<file path="src/rtl/conv_result_buffer.sv">
`default_nettype none
// ============================================================================
// Module      : conv_result_buffer
// Description : Captures CH conv result lanes at scan-timed ticks into an
//               OUT_H x OUT_W map, then streams the map out over valid/ready.
// Revision    : 1.0 - initial release
// ============================================================================
module conv_result_buffer #(
    parameter int DW        = 8,
    parameter int CH        = 3,
    parameter int OUT_W     = 6,
    parameter int OUT_H     = 6,
    parameter int ROW_PITCH = 8,
    parameter int START_OFS = 20
) (
    input  logic              clk,
    input  logic              rst_n,
    input  logic              start,
    input  logic              clear,
    input  logic              en,
    input  logic [CH*DW-1:0]  ans_bus,
    output logic [CH*DW-1:0]  last_reg,
    output logic              cap_pulse,
    output logic              busy,
    output logic              rd_valid,
    input  logic              rd_ready,
    output logic [CH*DW-1:0]  rd_data,
    output logic              rd_last,
    output logic              done
);

    localparam int c_DEPTH = OUT_W * OUT_H;
    localparam int c_AW    = (c_DEPTH > 1) ? $clog2(c_DEPTH + 1) : 1;
    localparam int c_RW    = (OUT_H > 1) ? $clog2(OUT_H + 1) : 1;
    localparam int c_CW    = (OUT_W > 1) ? $clog2(OUT_W) : 1;
    localparam int c_TW    = $clog2(START_OFS + OUT_H * ROW_PITCH + 1);

    localparam logic [1:0] c_IDLE  = 2'd0;
    localparam logic [1:0] c_SCAN  = 2'd1;
    localparam logic [1:0] c_DRAIN = 2'd2;

    generate
        if (ROW_PITCH < OUT_W) begin : g_pitch_check
            $error("conv_result_buffer: ROW_PITCH must be >= OUT_W");
        end
    endgenerate

    logic [1:0]         r_state;
    logic [c_TW-1:0]    r_tick;
    logic [c_TW-1:0]    r_target;
    logic [c_RW-1:0]    r_row;
    logic [c_CW-1:0]    r_col;
    logic [c_AW-1:0]    r_wr_addr;
    logic [c_AW-1:0]    r_rd_addr;
    logic [CH*DW-1:0]   r_last_reg;
    logic               r_done;
    logic [CH*DW-1:0]   r_mem [c_DEPTH];

    logic w_capture;
    logic w_row_end;
    logic w_frame_end;
    logic w_accept;
    logic w_accept_last;

    // r_target tracks START_OFS + row*ROW_PITCH + col incrementally
    assign w_capture     = (r_state == c_SCAN) && en && !clear && (r_tick == r_target);
    assign w_row_end     = (r_col == c_CW'(OUT_W - 1));
    assign w_frame_end   = w_row_end && (r_row == c_RW'(OUT_H - 1));
    assign w_accept      = (r_state == c_DRAIN) && rd_ready;
    assign w_accept_last = w_accept && (r_rd_addr == c_AW'(c_DEPTH - 1));

    always_ff @(posedge clk or negedge rst_n) begin
        if (!rst_n) begin
            r_state    <= c_IDLE;
            r_tick     <= '0;
            r_target   <= '0;
            r_row      <= '0;
            r_col      <= '0;
            r_wr_addr  <= '0;
            r_rd_addr  <= '0;
            r_last_reg <= '0;
            r_done     <= 1'b0;
        end else begin
            r_done <= 1'b0;
            if (clear) begin
                r_state   <= c_IDLE;
                r_tick    <= '0;
                r_target  <= '0;
                r_row     <= '0;
                r_col     <= '0;
                r_wr_addr <= '0;
                r_rd_addr <= '0;
            end else begin
                case (r_state)
                    c_IDLE: begin
                        if (start) begin
                            r_state   <= c_SCAN;
                            r_tick    <= '0;
                            r_target  <= c_TW'(START_OFS);
                            r_row     <= '0;
                            r_col     <= '0;
                            r_wr_addr <= '0;
                        end
                    end
                    c_SCAN: begin
                        if (en) begin
                            r_tick <= r_tick + c_TW'(1);
                        end
                        if (w_capture) begin
                            r_last_reg <= ans_bus;
                            r_wr_addr  <= r_wr_addr + c_AW'(1);
                            if (w_row_end) begin
                                r_col    <= '0;
                                r_row    <= r_row + c_RW'(1);
                                r_target <= r_target + c_TW'(ROW_PITCH - OUT_W + 1);
                            end else begin
                                r_col    <= r_col + c_CW'(1);
                                r_target <= r_target + c_TW'(1);
                            end
                            if (w_frame_end) begin
                                r_state   <= c_DRAIN;
                                r_rd_addr <= '0;
                            end
                        end
                    end
                    c_DRAIN: begin
                        if (w_accept_last) begin
                            r_state   <= c_IDLE;
                            r_rd_addr <= '0;
                            r_done    <= 1'b1;
                        end else if (w_accept) begin
                            r_rd_addr <= r_rd_addr + c_AW'(1);
                        end
                    end
                    default: begin
                        r_state <= c_IDLE;
                    end
                endcase
            end
        end
    end

    // Map storage carries no reset so it can map onto plain RAM
    always_ff @(posedge clk) begin
        if (w_capture) begin
            r_mem[r_wr_addr] <= ans_bus;
        end
    end

    assign last_reg  = r_last_reg;
    assign cap_pulse = w_capture;
    assign busy      = (r_state != c_IDLE);
    assign rd_valid  = (r_state == c_DRAIN);
    assign rd_data   = r_mem[r_rd_addr];
    assign rd_last   = (r_state == c_DRAIN) && (r_rd_addr == c_AW'(c_DEPTH - 1));
    assign done      = r_done;

endmodule
`default_nettype wire

</file>
<file path="config.mk">
export PLATFORM = sky130hd
export DESIGN_NAME = conv_result_buffer
export DESIGN_NICKNAME = d
export VERILOG_FILES = /design/src/rtl/conv_result_buffer.sv
export SDC_FILE = /design/constraint.sdc
export NUM_CORES = 1
export LEC_CHECK = 0
export ABC_AREA = 1
export BUFFER_PORTS_ARGS = -buffer_cell sky130_fd_sc_hd__buf_4
export CORE_MARGIN = 8
export CORE_UTILIZATION = 50
export DETAILED_ROUTE_END_ITERATION = 7
export GPL_TIMING_DRIVEN = 0
export PLACE_DENSITY_LB_ADDON = 0.12
export SYNTH_ARGS = -nofsm -noshare
export SYNTH_HDL_FRONTEND = slang
export SYNTH_SLANG_ARGS = --single-unit
</file>
<file path="constraint.sdc">
create_clock -name clk -period 8.6 [get_ports clk]
set_input_delay 2.15 -clock clk [delete_from_list [all_inputs] [get_ports clk]]
set_output_delay 2.15 -clock clk [all_outputs]
set_load 0.005 [all_outputs]
</file>
; Word level (Yosys, flattened, before mapping)
; Memories as Yosys holds them, arrays and structs flattened.
; Cells that the tools add are included.
[word_totals]
regBits = 59
ramBits = 864
input_bits = 30
output_inout_bits = 53
n_memories = 1
[classes]
addsub = 7
eq_ne = 13
n_mux = 39
bitwise_logic = 1
reduce_logical = 18
[memory_table]
columns = memory, depth, word_bits, rd, rd_ports_with_merged_regs, wr, line_no
row1 = r_mem, 36, 24, 1, 0, 1, 57  ; logic [CH*DW-1:0] r_mem [c_DEPTH];
[ops]
columns = cell, n
row1 = $mux W7, 7
row2 = $mux W6, 8
row3 = $pmux W7 S2, 2
row4 = $pmux W6 S2, 2
row5 = $mux W3, 7
row6 = $ne A3 B3 Y1 const B, 5
row7 = $add A7 B1 Y7 const B, 2
row8 = $add A6 B1 Y6 const B, 2
row9 = $pmux W3 S2, 2
row10 = $reduce_and A4 Y1, 3
row11 = $mux W2, 5
row12 = $reduce_and A3 Y1, 3
row13 = $add A7 B2 Y7 const B, 1
row14 = $eq A7 B7 Y1, 1
row15 = $logic_and A1 B1 Y1, 7
row16 = $add A3 B1 Y3 const B, 2
row17 = $eq A3 B3 Y1 const B, 2
row18 = $eq A6 B6 Y1 const B, 1
row19 = $pmux W2 S3, 1
row20 = $reduce_bool A3 Y1, 2
row21 = $mux W1, 5
row22 = $ne A4 B2 Y1 const B, 1
row23 = $ne A3 B2 Y1 const B, 1
row24 = $eq A2 B1 Y1 const B, 1
row25 = other kinds (5), 5

; Logic depth before layout (Yosys ltp)
[depth]
word_depth = 7
depth_mapped = 12
mapped_depth_nobuf = 11

; Least setup slack after synthesis
; No wires, ideal clock.
[synth_path]
kind = input port to output port
start = in clear
end = out cap_pulse
arrival_ps = 2790
t_required_ps = 6450
setup_slack_ps = 3660
cell_stages = 4
path_buffers = 1
path_cell_list = nor2_4 > nand4_1 > nor2_2 > buf_2
[synth_between]
elab_chain_cells = 3
[synth_rtl]
columns = element, line_no
row1 = from (decl), 19  ; input logic clear,
row2 = $logic_not A1 Y1, 66  ; assign w_capture = (r_state == c_SCAN) && en && !clear && (r_tick == r_target);
row3 = $logic_and A1 B1 Y1 (2 in series), 66
row4 = to (decl), 23  ; output logic cap_pulse,
; Every way passes these cells.

; Final worst setup path
[layout_path]
start = reg r_rd_addr[1]
end = out rd_data[9]
[layout_between]
elab_chain_cells = 1
[layout_rtl]
columns = element, line_no
row1 = from (decl), 54  ; logic [c_AW-1:0] r_rd_addr;
row2 = from (signal assigned), 132  ; r_rd_addr <= r_rd_addr + c_AW'(1);
row3 = $mem_v2 Z36 W24, -
row4 = to (decl), 27  ; output logic [CH*DW-1:0] rd_data,
; Every way passes these cells.

==> reports/metrics.cfg <==
[status]
status = finished clean

[power]
p_total_mw = 9.89
power_density_nw_per_um2 = 224
switching_share_pct = 22.3
clock_power_share_pct = 42.5
combPwrFrac_pct = 6.4
ir_worst_vdd_mv = 0.220
p_int_mw = 7.68
p_sw_mw = 2.20
p_leak_nw = 16.6
seqPwrFrac_pct = 51.1

[yosys]
ys_ff_latch = 923
synth_compound_area_share_pct = 3.71
yosys_warnings = 0
synth.avg_cell_area_um2 = 11.1
synth_cell_types = 36
yosysSeqAreaShare_pct = 71.5
synth_top_family_by_area = simple AND/OR/NAND/NOR gates
synth-xor-area-share_pct = 0.274
netlist_area_um2 = 38300
synthCells = 3457
synthMuxAreaShare_pct = 0
syn_nets = 3494
synthAdderAreaFrac_pct = 0.248
synthSimpleGateAreaFrac_pct = 20.2

[die]
initial_utilization_pct = 50.5
die_y_um = 293
io_pins = 83
die_area_um2 = 85800
coreArea_um2 = 75900
rows = 101
die_w_um = 293

[global_routing]
gr-total-overflow = 0
track_usage_pct = 26.8
antenna_found_initial = 5
grt_max_degree = 60
grt_pass1_wl_um = 169000
grt_pass1_vias = 25800

[final_layout]
area_delta_synth_final_pct = 15.1
final-seq-area_um2 = 27400
drive_above_1_share_pct = 11.4
largest_reg_flops = 864
nNetsFinal = 3709
mostFrequentLayoutCells = 1,069 x nand2_1, 864 x edfxtp_1, 383 x nand3_1
multi_input_area_um2 = 9450
fillers = 6198
final_common_cell = nand2_1
final_util_pct = 58.1

[placement]
place_congestion = 0.934
port-buffer-count = 82
place_ws_ns = 3.10
dp_hpwl_um = 77700

[timing]
tns_ns = 0
rsz0062_at_grt = no
period_needed_ns = 5.88
fin_crit_sh_pct = 68.4
hold_viol_final = 0
drv_slew = 0
fmax_mhz = 170
relSlewSlack_pct = 31.5
setup_ws_ns = 2.72
worst_pin_slew_ns = 1.03
fin_skew_ns = 0.0293
setup_viol = 0
fin_hold_ws_ns = 0.471

[clock_network]
root_buffer = clkbuf_16
clk_pin_slew_worst_paths_ns = 0.06
ctsLongestPathBuffers = 3
htree_levels = 3
cts.sinks = 923
post_cts_buffers = 0
clock_latency_ns = 0.67
cts-resized-gates = 0
cts_tree = done
cts_hold_repair.buffers = 0
cts_buffers = 95

[drt]
routed_via_density = 5.60
wirelength_um = 117000
vias = 26800
route.detailed.drc = 0
drt_iter0_markers = 3223
antenna_left = 0
dr.pass1.iters = 6
wl_per_cell_um = 24.4

[critical_path]
critical_path.slowest_cell = clkbuf_1
path_cells = buf_2, buf_2, clkbuf_1, nand3_1, nand3_1, nand2_1, nor2_1, nand2_1, nand3_1, nand2_1, buf_4
cp_top_family = buffers and inverters
crit_type = flip-flop to primary output
crit_path_max_fanout = 10
critPathMaxStageDelay_ns = 0.45
cp.required_ns = 6.45
arrival_ns = 3.73
critPathCaptureType = primary output
path_buf_inv = 4
critPathLaunchType = flip-flop

[job]
cap_violations = 0

[min_path]
hold_class = flip-flop to flip-flop

-- metrics by stage --
step	cells	area, um2
after floorplan	3457	38300
after global placement	4569	40200
after detailed placement	4605	41000
after CTS	4779	44100
after global routing	4779	44100
final	4781	44100
-- worst min-delay path, stage by stage, from the launching register on --
cell and delay, ns:
dfrtp_1 0.34, nand2_1 0.05, nand2_1 0.05
-- cell families (layout without fill, tap and decap cells) --
family / count (synthesis) / after routing
AOI/OAI and AO/OA: 275 / 275
xor gates and xnor gates: 12 / 12
adders and majority gates: 7 / 7
buffers and inverters: 339 / 631
DFF: 923 / 923
other: 0 / 2
and+or+nand+nor: 1901 / 1901
-- synthesized netlist by cell type --
| cell | number | area [um2] |
|---|---|---|
| a21boi_0 | 1 | 7.51 |
| a21o_1 | 1 | 7.51 |
| a21oi_1 | 53 | 265 |
| buf_1 | 21 | 78.8 |
| buf_2 | 84 | 420 |
| buf_4 | 22 | 165 |
| buf_6 | 12 | 135 |
| clkbuf_1 | 56 | 210 |
| clkbuf_2 | 1 | 5.00 |
| dfrtp_1 | 59 | 1480 |
| edfxtp_1 | 864 | 25900 |
| fa_1 | 1 | 20.0 |
| ha_1 | 6 | 75.1 |
| inv_1 | 133 | 499 |
| inv_2 | 10 | 37.5 |
| nand2_1 | 1069 | 4010 |
| nand2_2 | 2 | 12.5 |
| nand3_1 | 383 | 1920 |
| nand3_2 | 5 | 50.1 |
| nand3b_1 | 2 | 15.0 |
| nand4_1 | 16 | 100 |
| nand4_2 | 2 | 25.0 |
| nor2_1 | 416 | 1560 |
| nor2_2 | 2 | 12.5 |
| nor2_4 | 1 | 11.3 |
| nor3_1 | 2 | 10.0 |
| o211ai_1 | 1 | 7.51 |
| o21a_1 | 1 | 7.51 |
| o21ai_0 | 102 | 510 |
| o21ai_1 | 90 | 450 |
| o21ai_2 | 1 | 8.76 |
| o21bai_1 | 1 | 7.51 |
| o22ai_1 | 24 | 150 |
| or2_2 | 1 | 6.26 |
| xnor2_1 | 5 | 43.8 |
| xor2_1 | 7 | 61.3 |
-- worst paths after layout --
check	start	end	slack (ns)	depth (start not counted)
max	r_rd_addr[1]	rd_data[9]	2.72	11
min	last_reg[10]	last_reg[10]	0.47	2
max reg2reg	r_state[1]	r_mem[34][8]	5.36	9
min reg2reg	last_reg[10]	last_reg[10]	0.47	2
max in group asynchronous	rst_n	r_tick[3]	6.45	1
min in group asynchronous	rst_n	r_rd_addr[5]	1.59	1
-- routing by layer --
metal  routed length, um  GRT usage, %  vias to the layer above
met4                4170          9.92                        0
met1               48400          37.7                    13100
met2               53000          41.8                     1303
li1                    -             -                    12200
met5                   0             0                        -
met3               11000          4.75                      197
-- power by group through the flow --
stage / clock network [mW] / logic, mW / registers, mW
6_report: 4.20 / 0.632 / 5.05
5_1_grt: 4.41 / 0.691 / 5.06
4_1_cts: 4.24 / 0.635 / 5.05
3_5_place_dp: 0 / 0.631 / 5.14
3_3_place_gp: 0 / 0.616 / 5.14
2_1_floorplan: 0 / 0.265 / 5.14
-- layout make-up --
cell class	count	share of cell area, %
Buffer	196	2.30
Antenna cell	2	0.0113
Clock inverter	56	1.37
Multi-Input combinational cell	2195	21.4
Inverter	143	1.22
Sequential cell	923	62.2
Clock buffer	118	5.78
Tap cell	1030	2.92
Timing Repair Buffer	118	2.82
Note: power is estimated with default switching activity, not from simulation.
